===== src/rtl/mcu_dbg_pkg.sv =====
// Shared definitions for the MCU debug readers: dumper FSM state encoding and word geometry.
// The RF_DUMP_CHECKSUM_EN build option only adds use of ST_CSUM; the encoding is fixed.
package mcu_dbg_pkg;

    localparam int DATA_W_DEF     = 32;
    localparam int BYTES_PER_WORD = DATA_W_DEF / 8;

    localparam logic [2:0] ST_IDLE = 3'd0;
    localparam logic [2:0] ST_ADDR = 3'd1;
    localparam logic [2:0] ST_SEND = 3'd2;
    localparam logic [2:0] ST_CSUM = 3'd3;
    localparam logic [2:0] ST_DONE = 3'd4;

    // Byte counter width for a word of data_w bits; never below one bit.
    function automatic int byte_cnt_w(input int data_w);
        return (data_w / 8 > 1) ? $clog2(data_w / 8) : 1;
    endfunction

endpackage


===== src/rtl/reg_file_dumper_if.sv =====
// Register-file spare read port plus valid/ready byte stream used by reg_file_dumper.
// master = the dumper, slave = the register file / byte sink side.
interface reg_file_dumper_if #(
    parameter int ADDR_W = 5,
    parameter int DATA_W = 32
);
    logic [ADDR_W-1:0] rf_addr;
    logic [DATA_W-1:0] rf_data;
    logic [7:0]        tx_data;
    logic              tx_valid;
    logic              tx_ready;

    modport master (
        output rf_addr, tx_data, tx_valid,
        input  rf_data, tx_ready
    );

    modport slave (
        input  rf_addr, tx_data, tx_valid,
        output rf_data, tx_ready
    );
endinterface


===== src/rtl/rf_byte_serializer.sv =====
// Loads one register word and hands it out MSB-first, one byte per valid/ready handshake.
// Indexing, abort and checksum live in the dumper FSM, not here.
module rf_byte_serializer
    import mcu_dbg_pkg::*;
#(
    parameter int DATA_W = DATA_W_DEF
) (
    input  logic              CLK,
    input  logic              RESET,
    input  logic              load,
    input  logic [DATA_W-1:0] word,
    input  logic              en,
    input  logic              ready,
    output logic              valid,
    output logic [7:0]        data,
    output logic              fire,
    output logic              last_byte
);
    localparam int BPW   = DATA_W / 8;
    localparam int CNT_W = byte_cnt_w(DATA_W);
    localparam logic [CNT_W-1:0] LAST_CNT = CNT_W'(BPW - 1);

    logic [DATA_W-1:0] word_q;
    logic [CNT_W-1:0]  byte_cnt;

    assign valid     = en;
    assign fire      = en & ready;
    assign data      = word_q[DATA_W-1 -: 8];
    assign last_byte = (byte_cnt == LAST_CNT);

    // Shifting only on a handshake keeps data stable while the sink stalls.
    always_ff @(posedge CLK or posedge RESET) begin
        if (RESET) begin
            word_q   <= '0;
            byte_cnt <= '0;
        end else if (load) begin
            word_q   <= word;
            byte_cnt <= '0;
        end else if (fire) begin
            word_q   <= word_q << 8;
            byte_cnt <= byte_cnt + CNT_W'(1);
        end
    end

endmodule


===== src/rtl/reg_file_dumper.sv =====
// Walks every register index on start and streams each word big-endian over a byte valid/ready link.
// Define RF_DUMP_CHECKSUM_EN to append a trailing XOR-of-all-bytes checksum byte.
module reg_file_dumper
    import mcu_dbg_pkg::*;
#(
    parameter int NUM_REGS = 32,
    parameter int ADDR_W   = 5,
    parameter int DATA_W   = DATA_W_DEF
) (
    input  logic              CLK,
    input  logic              RESET,
    input  logic              start,
    input  logic              abort,
    output logic              busy,
    output logic              done,
    reg_file_dumper_if.master bus
);
    localparam logic [ADDR_W-1:0] LAST_IDX = ADDR_W'(NUM_REGS - 1);

    logic [2:0]        state;
    logic [2:0]        state_nxt;
    logic [ADDR_W-1:0] idx;
    logic              ser_valid;
    logic              ser_fire;
    logic              ser_last;
    logic [7:0]        ser_data;
    logic              last_word;
    logic              word_end;

    assign last_word = (idx == LAST_IDX);
    assign word_end  = ser_fire & ser_last;

    rf_byte_serializer #(.DATA_W(DATA_W)) u_ser (
        .CLK       (CLK),
        .RESET     (RESET),
        .load      (state == ST_ADDR),
        .word      (bus.rf_data),
        .en        (state == ST_SEND),
        .ready     (bus.tx_ready),
        .valid     (ser_valid),
        .data      (ser_data),
        .fire      (ser_fire),
        .last_byte (ser_last)
    );

`ifdef RF_DUMP_CHECKSUM_EN
    logic [7:0] csum;
    logic       csum_fire;

    assign csum_fire = (state == ST_CSUM) & bus.tx_ready;

    always_ff @(posedge CLK or posedge RESET) begin
        if (RESET) begin
            csum <= '0;
        end else if (state == ST_IDLE && start) begin
            csum <= '0;
        end else if (ser_fire) begin
            csum <= csum ^ ser_data;
        end
    end

    assign bus.tx_valid = ser_valid | (state == ST_CSUM);
    assign bus.tx_data  = (state == ST_SEND) ? ser_data :
                          (state == ST_CSUM) ? csum     : 8'h00;
`else
    assign bus.tx_valid = ser_valid;
    assign bus.tx_data  = (state == ST_SEND) ? ser_data : 8'h00;
`endif

    always_comb begin
        state_nxt = state;
        case (state)
            ST_IDLE: if (start) state_nxt = ST_ADDR;
            ST_ADDR: state_nxt = abort ? ST_IDLE : ST_SEND;
            ST_SEND: begin
                if (abort) begin
                    state_nxt = ST_IDLE;
                end else if (word_end) begin
`ifdef RF_DUMP_CHECKSUM_EN
                    state_nxt = last_word ? ST_CSUM : ST_ADDR;
`else
                    state_nxt = last_word ? ST_DONE : ST_ADDR;
`endif
                end
            end
`ifdef RF_DUMP_CHECKSUM_EN
            ST_CSUM: begin
                if (abort)          state_nxt = ST_IDLE;
                else if (csum_fire) state_nxt = ST_DONE;
            end
`endif
            ST_DONE: state_nxt = ST_IDLE;
            default: state_nxt = ST_IDLE;
        endcase
    end

    always_ff @(posedge CLK or posedge RESET) begin
        if (RESET) begin
            state <= ST_IDLE;
            idx   <= '0;
        end else begin
            state <= state_nxt;
            if (state == ST_IDLE && start) begin
                idx <= '0;
            end else if (state == ST_SEND && !abort && word_end && !last_word) begin
                idx <= idx + ADDR_W'(1);
            end
        end
    end

    // idx holds its last value after a dump, so the port is forced to 0 in IDLE.
    assign bus.rf_addr = (state == ST_IDLE) ? '0 : idx;
    assign busy        = (state != ST_IDLE);
    assign done        = (state == ST_DONE);

endmodule

===== src/flat_wrapper.sv =====
// flat-port wrapper written by rule: the top's interface ports become plain ports
module reg_file_dumper_flat import mcu_dbg_pkg::*;
#(
    parameter int NUM_REGS = 32,
    parameter int ADDR_W   = 5,
    parameter int DATA_W   = DATA_W_DEF
)
  (CLK, RESET, start, abort, busy, done, bus_rf_addr, bus_tx_data, bus_tx_valid, bus_rf_data, bus_tx_ready);
  reg_file_dumper_if #(.ADDR_W(ADDR_W), .DATA_W(DATA_W)) bus_i ();
  input  logic CLK;
  input  logic RESET;
  input  logic start;
  input  logic abort;
  output logic busy;
  output logic done;
  output wire logic [$bits(bus_i.rf_addr)-1:0] bus_rf_addr;
  output wire logic [$bits(bus_i.tx_data)-1:0] bus_tx_data;
  output wire logic [$bits(bus_i.tx_valid)-1:0] bus_tx_valid;
  input wire logic [$bits(bus_i.rf_data)-1:0] bus_rf_data;
  input wire logic [$bits(bus_i.tx_ready)-1:0] bus_tx_ready;
  assign bus_rf_addr = bus_i.rf_addr;
  assign bus_tx_data = bus_i.tx_data;
  assign bus_tx_valid = bus_i.tx_valid;
  assign bus_i.rf_data = bus_rf_data;
  assign bus_i.tx_ready = bus_tx_ready;
  reg_file_dumper #(.NUM_REGS(NUM_REGS), .ADDR_W(ADDR_W), .DATA_W(DATA_W)) u_core (.CLK(CLK), .RESET(RESET), .start(start), .abort(abort), .busy(busy), .done(done), .bus(bus_i));
endmodule

===== config.mk =====
export PLATFORM = sky130hd
export DESIGN_NAME = reg_file_dumper_flat
export DESIGN_NICKNAME = d
export VERILOG_FILES = /design/src/rtl/mcu_dbg_pkg.sv /design/src/rtl/reg_file_dumper_if.sv /design/src/rtl/rf_byte_serializer.sv /design/src/rtl/reg_file_dumper.sv /design/src/flat_wrapper.sv
export SDC_FILE = /design/constraint.sdc
export NUM_CORES = 1
export LEC_CHECK = 0
export BUFFER_PORTS_ARGS = -buffer_cell sky130_fd_sc_hd__buf_2
export CAP_MARGIN = 20
export CORE_AREA = 10 10 73 75
export DETAILED_ROUTE_END_ITERATION = 10
export DIE_AREA = 0 0 83 85
export PLACE_DENSITY_LB_ADDON = 0.1
export SYNTH_ARGS = -nofsm -noshare
export SYNTH_HDL_FRONTEND = slang
export SYNTH_SLANG_ARGS = --single-unit

===== constraint.sdc =====
create_clock -name CLK -period 2.9 [get_ports CLK]
set_input_delay 0.145 -clock CLK [delete_from_list [all_inputs] [get_ports CLK]]
set_output_delay 0.145 -clock CLK [all_outputs]
set_load 0.02 [all_outputs]

# Yosys cells after proc, flatten, opt, wreduce, memory -nomap -nowiden
# Index checks and enable logic that the tools add are counted.
[totals]
in_bits = 37
ff_bits = 42
output_inout_bits = 16
[op_classes]
addsub = 2
mux = 14
eq_ne = 7
n_bitwise = 2
reduce_logical = 11
[op_table]
columns = ["operator", "n"]
rows = [
  ["$mux 32", 2],
  ["$mux 5", 3],
  ["$mux 3", 4],
  ["$pmux 3 s3", 1],
  ["$mux 8", 1],
  ["$mux 2", 3],
  ["$add 5x1->5 const B", 1],
  ["$eq 5x5->1 const B", 1],
  ["$logic_and 1x1->1", 4],
  ["$reduce_bool 2->1", 2],
  ["$eq 3x1->1 const B", 1],
  ["$eq 3x2->1 const B", 1],
  ["$eq 3x3->1 const B", 1],
  ["$logic_not 3->1", 1],
  ["$ne 3x2->1 const B", 1],
  ["$reduce_bool 3->1", 1],
  ["$add 2x1->2 const B", 1],
  ["$and 1x1->1", 2],
  ["$eq 2x2->1 const B", 1],
  ["$logic_not 1->1", 2],
  ["$ne 2x2->1 const B", 1],
  ["$reduce_and 2->1", 1],
]

# Depth between registers and ports, before layout
[logic_depth]
depth_word = 7
ltp_mapped = 6
ltp_nobuf = 6

# Cells and area by module
# Synthesis repeated with hierarchy kept, for this count alone.
[unflattened]
cells_unflattened = 256
area_unflattened_um2 = 2439.8
[modules_own_cells]
columns = ["mod", "instances", "cells_each", "seq_area_each_um2", "area_each_um2"]
rows = [
  ["rf_byte_serializer", 1, 192, 850.8, 1898.1],
  ["reg_file_dumper", 1, 64, 200.2, 541.8],
]

# Worst setup path before layout
# OpenSTA, ideal clock, no wires.
[synth_timing]
path_type = "flip-flop to flip-flop"
startpoint = "register u_core.idx[0]"
endpoint = "register u_core.idx[3]"
required_time_ns = 2.750
stages_incl_launch_ff = 7
synth_period_minus_slack_ns = 2.078
slack_ns = 0.822
setup_time_ns = 0.150
arrival_time_ns = 1.928
cell_sequence = "dfrtp_1 -> ha_1 -> and3_1 -> ha_1 -> or4bb_1 -> o31a_1 -> a2bb2oi_1"
[synth_between]
elab_chain_len = 4
word_cells_on_any_way = 7
[synth_lines]
columns = ["element", "line", "text"]
rows = [
  ["from (decl)", "reg_file_dumper.sv:22", "logic [ADDR_W-1:0] idx;"],
  ["from (signal assigned)", "reg_file_dumper.sv:106", "idx <= idx + ADDR_W'(1);"],
  ["branches (longest 4 deep; another with $add 5x1->5)", "n/a", ""],
]
# Several ways; the timed one is not identified. The select of a mux whose other input is x is not followed.
# A chain may end at the register's enable or synchronous reset.

# Worst setup path in the final report
# Same ends and word-level chain as after synthesis.

==> impl_metrics.prom <==
# TYPE chip_impl_metric gauge
chip_impl_info{name="worst_reg2reg_startpoint",value="u_core.idx[0]"} 1
chip_impl_info{name="run_status",value="finished clean"} 1
chip_impl_metric{name="syn-cell-area",unit="um2"} 1990
chip_impl_metric{name="grt_max_degree",unit=""} 43
chip_impl_metric{name="grt_overflow",unit=""} 0
chip_impl_metric{name="core.rowCount",unit=""} 23
chip_impl_metric{name="cts_max_path_buffers",unit=""} 2
chip_impl_metric{name="period_needed",unit="ps"} 2250
chip_impl_metric{name="place.detailed.hpwl",unit="mm"} 3.41
chip_impl_info{name="worstReg2RegEnd",value="u_core.idx[3]"} 1
chip_impl_metric{name="die_w",unit="um"} 83
chip_impl_info{name="setup.worst_path.end_class",value="flop"} 1
chip_impl_metric{name="yosysUniqueCellTypes",unit=""} 32
chip_impl_metric{name="design.die.area",unit="um2"} 7060
chip_impl_metric{name="antennaDiodeCount",unit=""} 0
chip_impl_metric{name="critical_path_peak_fanout",unit=""} 6
chip_impl_metric{name="io_buffer_count",unit=""} 52
chip_impl_metric{name="final.period_utilization",unit="%"} 77.7
chip_impl_metric{name="fmax",unit="MHz"} 444
chip_impl_metric{name="vias",unit=""} 1521
chip_impl_metric{name="global_route_wire_length_before_repair",unit="mm"} 7.78
chip_impl_metric{name="via_count_of_the_first_global_routing_pass",unit=""} 1578
chip_impl_metric{name="vdd.ir_drop.worst",unit="mV"} 0.454
chip_impl_info{name="worstHoldStart",value="start"} 1
chip_impl_metric{name="synthesis.instances",unit=""} 188
chip_impl_metric{name="fin_nets",unit=""} 281
chip_impl_metric{name="r2r_cells",unit=""} 6
chip_impl_metric{name="worst_path_largest_cell_delay",unit="ps"} 590
chip_impl_metric{name="critical_path_arrival",unit="ps"} 2380
chip_impl_metric{name="post-cts-setup-buffer-count",unit=""} 0
chip_impl_metric{name="worst_hold_slack",unit="ps"} 49.9
chip_impl_metric{name="sequential_fraction_of_the_synthesis_area",unit="%"} 52.7
chip_impl_metric{name="syn-num-nets",unit=""} 228
chip_impl_info{name="critical_path.slowest_cell",value="or4bb_1"} 1
chip_impl_info{name="cp_common_cell",value="ha_1"} 1
chip_impl_metric{name="initial_drc_count",unit=""} 82
chip_impl_metric{name="ios",unit=""} 53
chip_impl_metric{name="die_h",unit="um"} 85
chip_impl_info{name="cts_tree",value="done"} 1
chip_impl_metric{name="worst_ep_required_time",unit="ps"} 3030
chip_impl_metric{name="drv_slew",unit=""} 0
chip_impl_metric{name="timing.final.setup_violations",unit=""} 0
chip_impl_metric{name="timing_worst_slew_pin_value",unit="ps"} 903
chip_impl_metric{name="gpl.final_weighted_congestion",unit=""} 0.830
chip_impl_metric{name="max-slew-margin-rel",unit="%"} 38.9
chip_impl_info{name="rsz0062_at_grt",value="false"} 1
chip_impl_info{name="clk_root_buffer_cell",value="clkbuf_8"} 1
chip_impl_metric{name="area_delta_synth_final",unit="%"} 21.0
chip_impl_metric{name="power_density",unit="nW/um2"} 633
chip_impl_metric{name="globalRouteTotalUtil",unit="%"} 13.0
chip_impl_metric{name="drt_wl_total",unit="mm"} 4.55
chip_impl_metric{name="worst_skew_pair.late_latency",unit="ps"} 280
chip_impl_metric{name="ys.warnings.count",unit=""} 0
chip_impl_info{name="yosysTopAreaCell",value="dfrtp_1"} 1
chip_impl_metric{name="clkTransAtPathRegs",unit="ps"} 70
chip_impl_metric{name="fin_setup_tns",unit="ps"} 0
chip_impl_info{name="min_to",value="u_core.idx[3]"} 1
chip_impl_metric{name="placeableCoreArea",unit="um2"} 3910
chip_impl_metric{name="final_critical_path_setup_slack",unit="ps"} 648
chip_impl_info{name="worstHoldPathType",value="in2reg"} 1
chip_impl_info{name="cp-start-kind",value="flop"} 1
chip_impl_metric{name="cts_made_buffers",unit=""} 5
chip_impl_metric{name="drtAntennaViolNets",unit=""} 0
chip_impl_metric{name="wl_per_cell",unit="um"} 15.6
chip_impl_metric{name="totalPowerFinal",unit="mW"} 1.53
chip_impl_metric{name="drtPass1Iterations",unit=""} 4
chip_impl_info{name="worst-setup-path-type",value="reg2reg"} 1
chip_impl_info{name="worstPathCellList",value="ha_1 > and3_1 > ha_1 > or4bb_1 > o31a_1 > a2bb2oi_1"} 1
chip_impl_metric{name="p_leak",unit="nW"} 1.13
chip_impl_metric{name="ys_seq_elements",unit=""} 42
chip_impl_metric{name="syn_area_per_cell",unit="um2"} 10.6
chip_impl_metric{name="cts.sink_count",unit=""} 42
chip_impl_metric{name="drc",unit=""} 0
chip_impl_info{name="synth.top_cells.by_area",value="dfrtp_1, mux2i_1, o21ai_0"} 1
chip_impl_metric{name="max_cap_violations",unit=""} 0
chip_impl_metric{name="start_util",unit="%"} 50.9
chip_impl_info{name="critPathLaunch",value="u_core.idx[0]"} 1
chip_impl_metric{name="netlist.area_leader.share",unit="%"} 52.7
chip_impl_metric{name="grt_antenna_before_repair",unit=""} 0
chip_impl_metric{name="placement.setup.worst_slack",unit="ps"} 683
chip_impl_metric{name="final_hold_viol_count",unit=""} 0
chip_impl_metric{name="viasPerCell",unit=""} 5.21
chip_impl_metric{name="slack_of_the_worst_reg_to_reg_path",unit="ps"} 650
chip_impl_metric{name="min_path_cells",unit=""} 2
chip_impl_metric{name="worst_clock_skew",unit="ps"} 1.94
chip_impl_metric{name="cts_max_level",unit=""} 2
chip_impl_metric{name="final_layout_size_suffix_gt1_share",unit="%"} 27.7
[layout make-up]
type | instances | area, um2
Inverter | 4 | 15.0
Multi-Input combinational cell | 131 | 892
Sequential cell | 42 | 1050
Clock inverter | 1 | 5.00
Timing Repair Buffer | 57 | 300
Clock buffer | 7 | 86.3
Fill cell | 354 | 1500
Tap cell | 50 | 62.6
[where the power goes]
part / switching [mW] / internal (mW)
logic: 0.167 / 0.150
registers: 0.0967 / 0.734
clock network: 0.187 / 0.192
[state kept, by name, indices dropped and copies added, names as in the netlist]
register and count:
u_core.idx 5, u_core.state 3, u_core.u_ser.byte_cnt 2, u_core.u_ser.word_q 32
[worst max-delay path: cells and delay by family (launching register included)]
family / cells / cell delay [ps]
flops: 1 / 430
compound gates: 2 / 450
fa+ha+maj: 2 / 440
simple gates: 2 / 780
[worst max-delay path by stage]
stage	to	slack, ps	cells past startpoint
floorplan	u_core.idx[3]	820	6
global placement	u_core.idx[3]	760	6
detailed placement	u_core.idx[3]	680	6
CTS	u_core.idx[3]	670	6
global route	u_core.idx[3]	580	6
finish	u_core.idx[3]	650	6
[cell usage in the layout (no fill, tap or decap), types with 2 or more instances in the layout]
master	synthesis	final
buf_2	3	52
nor4b_1	2	2
nand2_1	25	25
and2_1	8	8
ha_1	3	3
dfrtp_1	42	42
clkbuf_8	0	6
a21oi_1	4	4
nand3_1	4	4
inv_1	3	2
a22o_1	8	8
buf_4	3	4
nor2b_1	4	4
mux2i_1	25	25
o21ai_0	27	27
nor2_1	6	6
[synthesized netlist by cell type]
cell type,number
a21o_1,1
a21oi_1,4
a22o_1,8
a2bb2oi_1,1
and2_1,8
and3_1,1
buf_1,1
buf_2,3
buf_4,3
clkbuf_1,4
dfrtp_1,42
ha_1,3
inv_1,3
inv_2,1
mux2_2,1
mux2i_1,25
nand2_1,25
nand3_1,4
nor2_1,6
nor2b_1,4
nor3_1,1
nor3b_1,1
nor3b_2,1
nor4_1,1
nor4b_1,2
nor4bb_1,2
o21ai_0,27
o31a_1,1
or3_1,1
or3b_1,1
or4bb_1,1
xnor2_1,1
[what timing repair did]
action | in CTS | in global routing
gates resized for setup | 0 | 0
hold buffers | 1 | 0
endpoints found under the hold margin | 42 | 0
[kinds of logic after synthesis]
logic type	synth area share (%)
and+or+nand+nor	15.7
buffers and inverters	3.58
AOI/OAI and AO/OA	12.6
adders and majority gates	1.88
DFF	52.7
muxes	13.1
xor gates and xnor gates	0.440
[metal layers]
layer	share of wire (%)	track usage [%]
met5	0	0
met4	0.29	3.10
met3	5.4	4.97
met2	48	21.0
met1	46	16.1
[stage by stage]
step                utilization (%)  instances  cell area, um2
floorplan                         -        188            1990
global placement               59.0        283            2310
detailed placement             59.0        283            2310
CTS                            61.6        292            2410
global route                   61.6        292            2410
finish                         61.6        292            2410
Power figures use the tool's default switching activity.
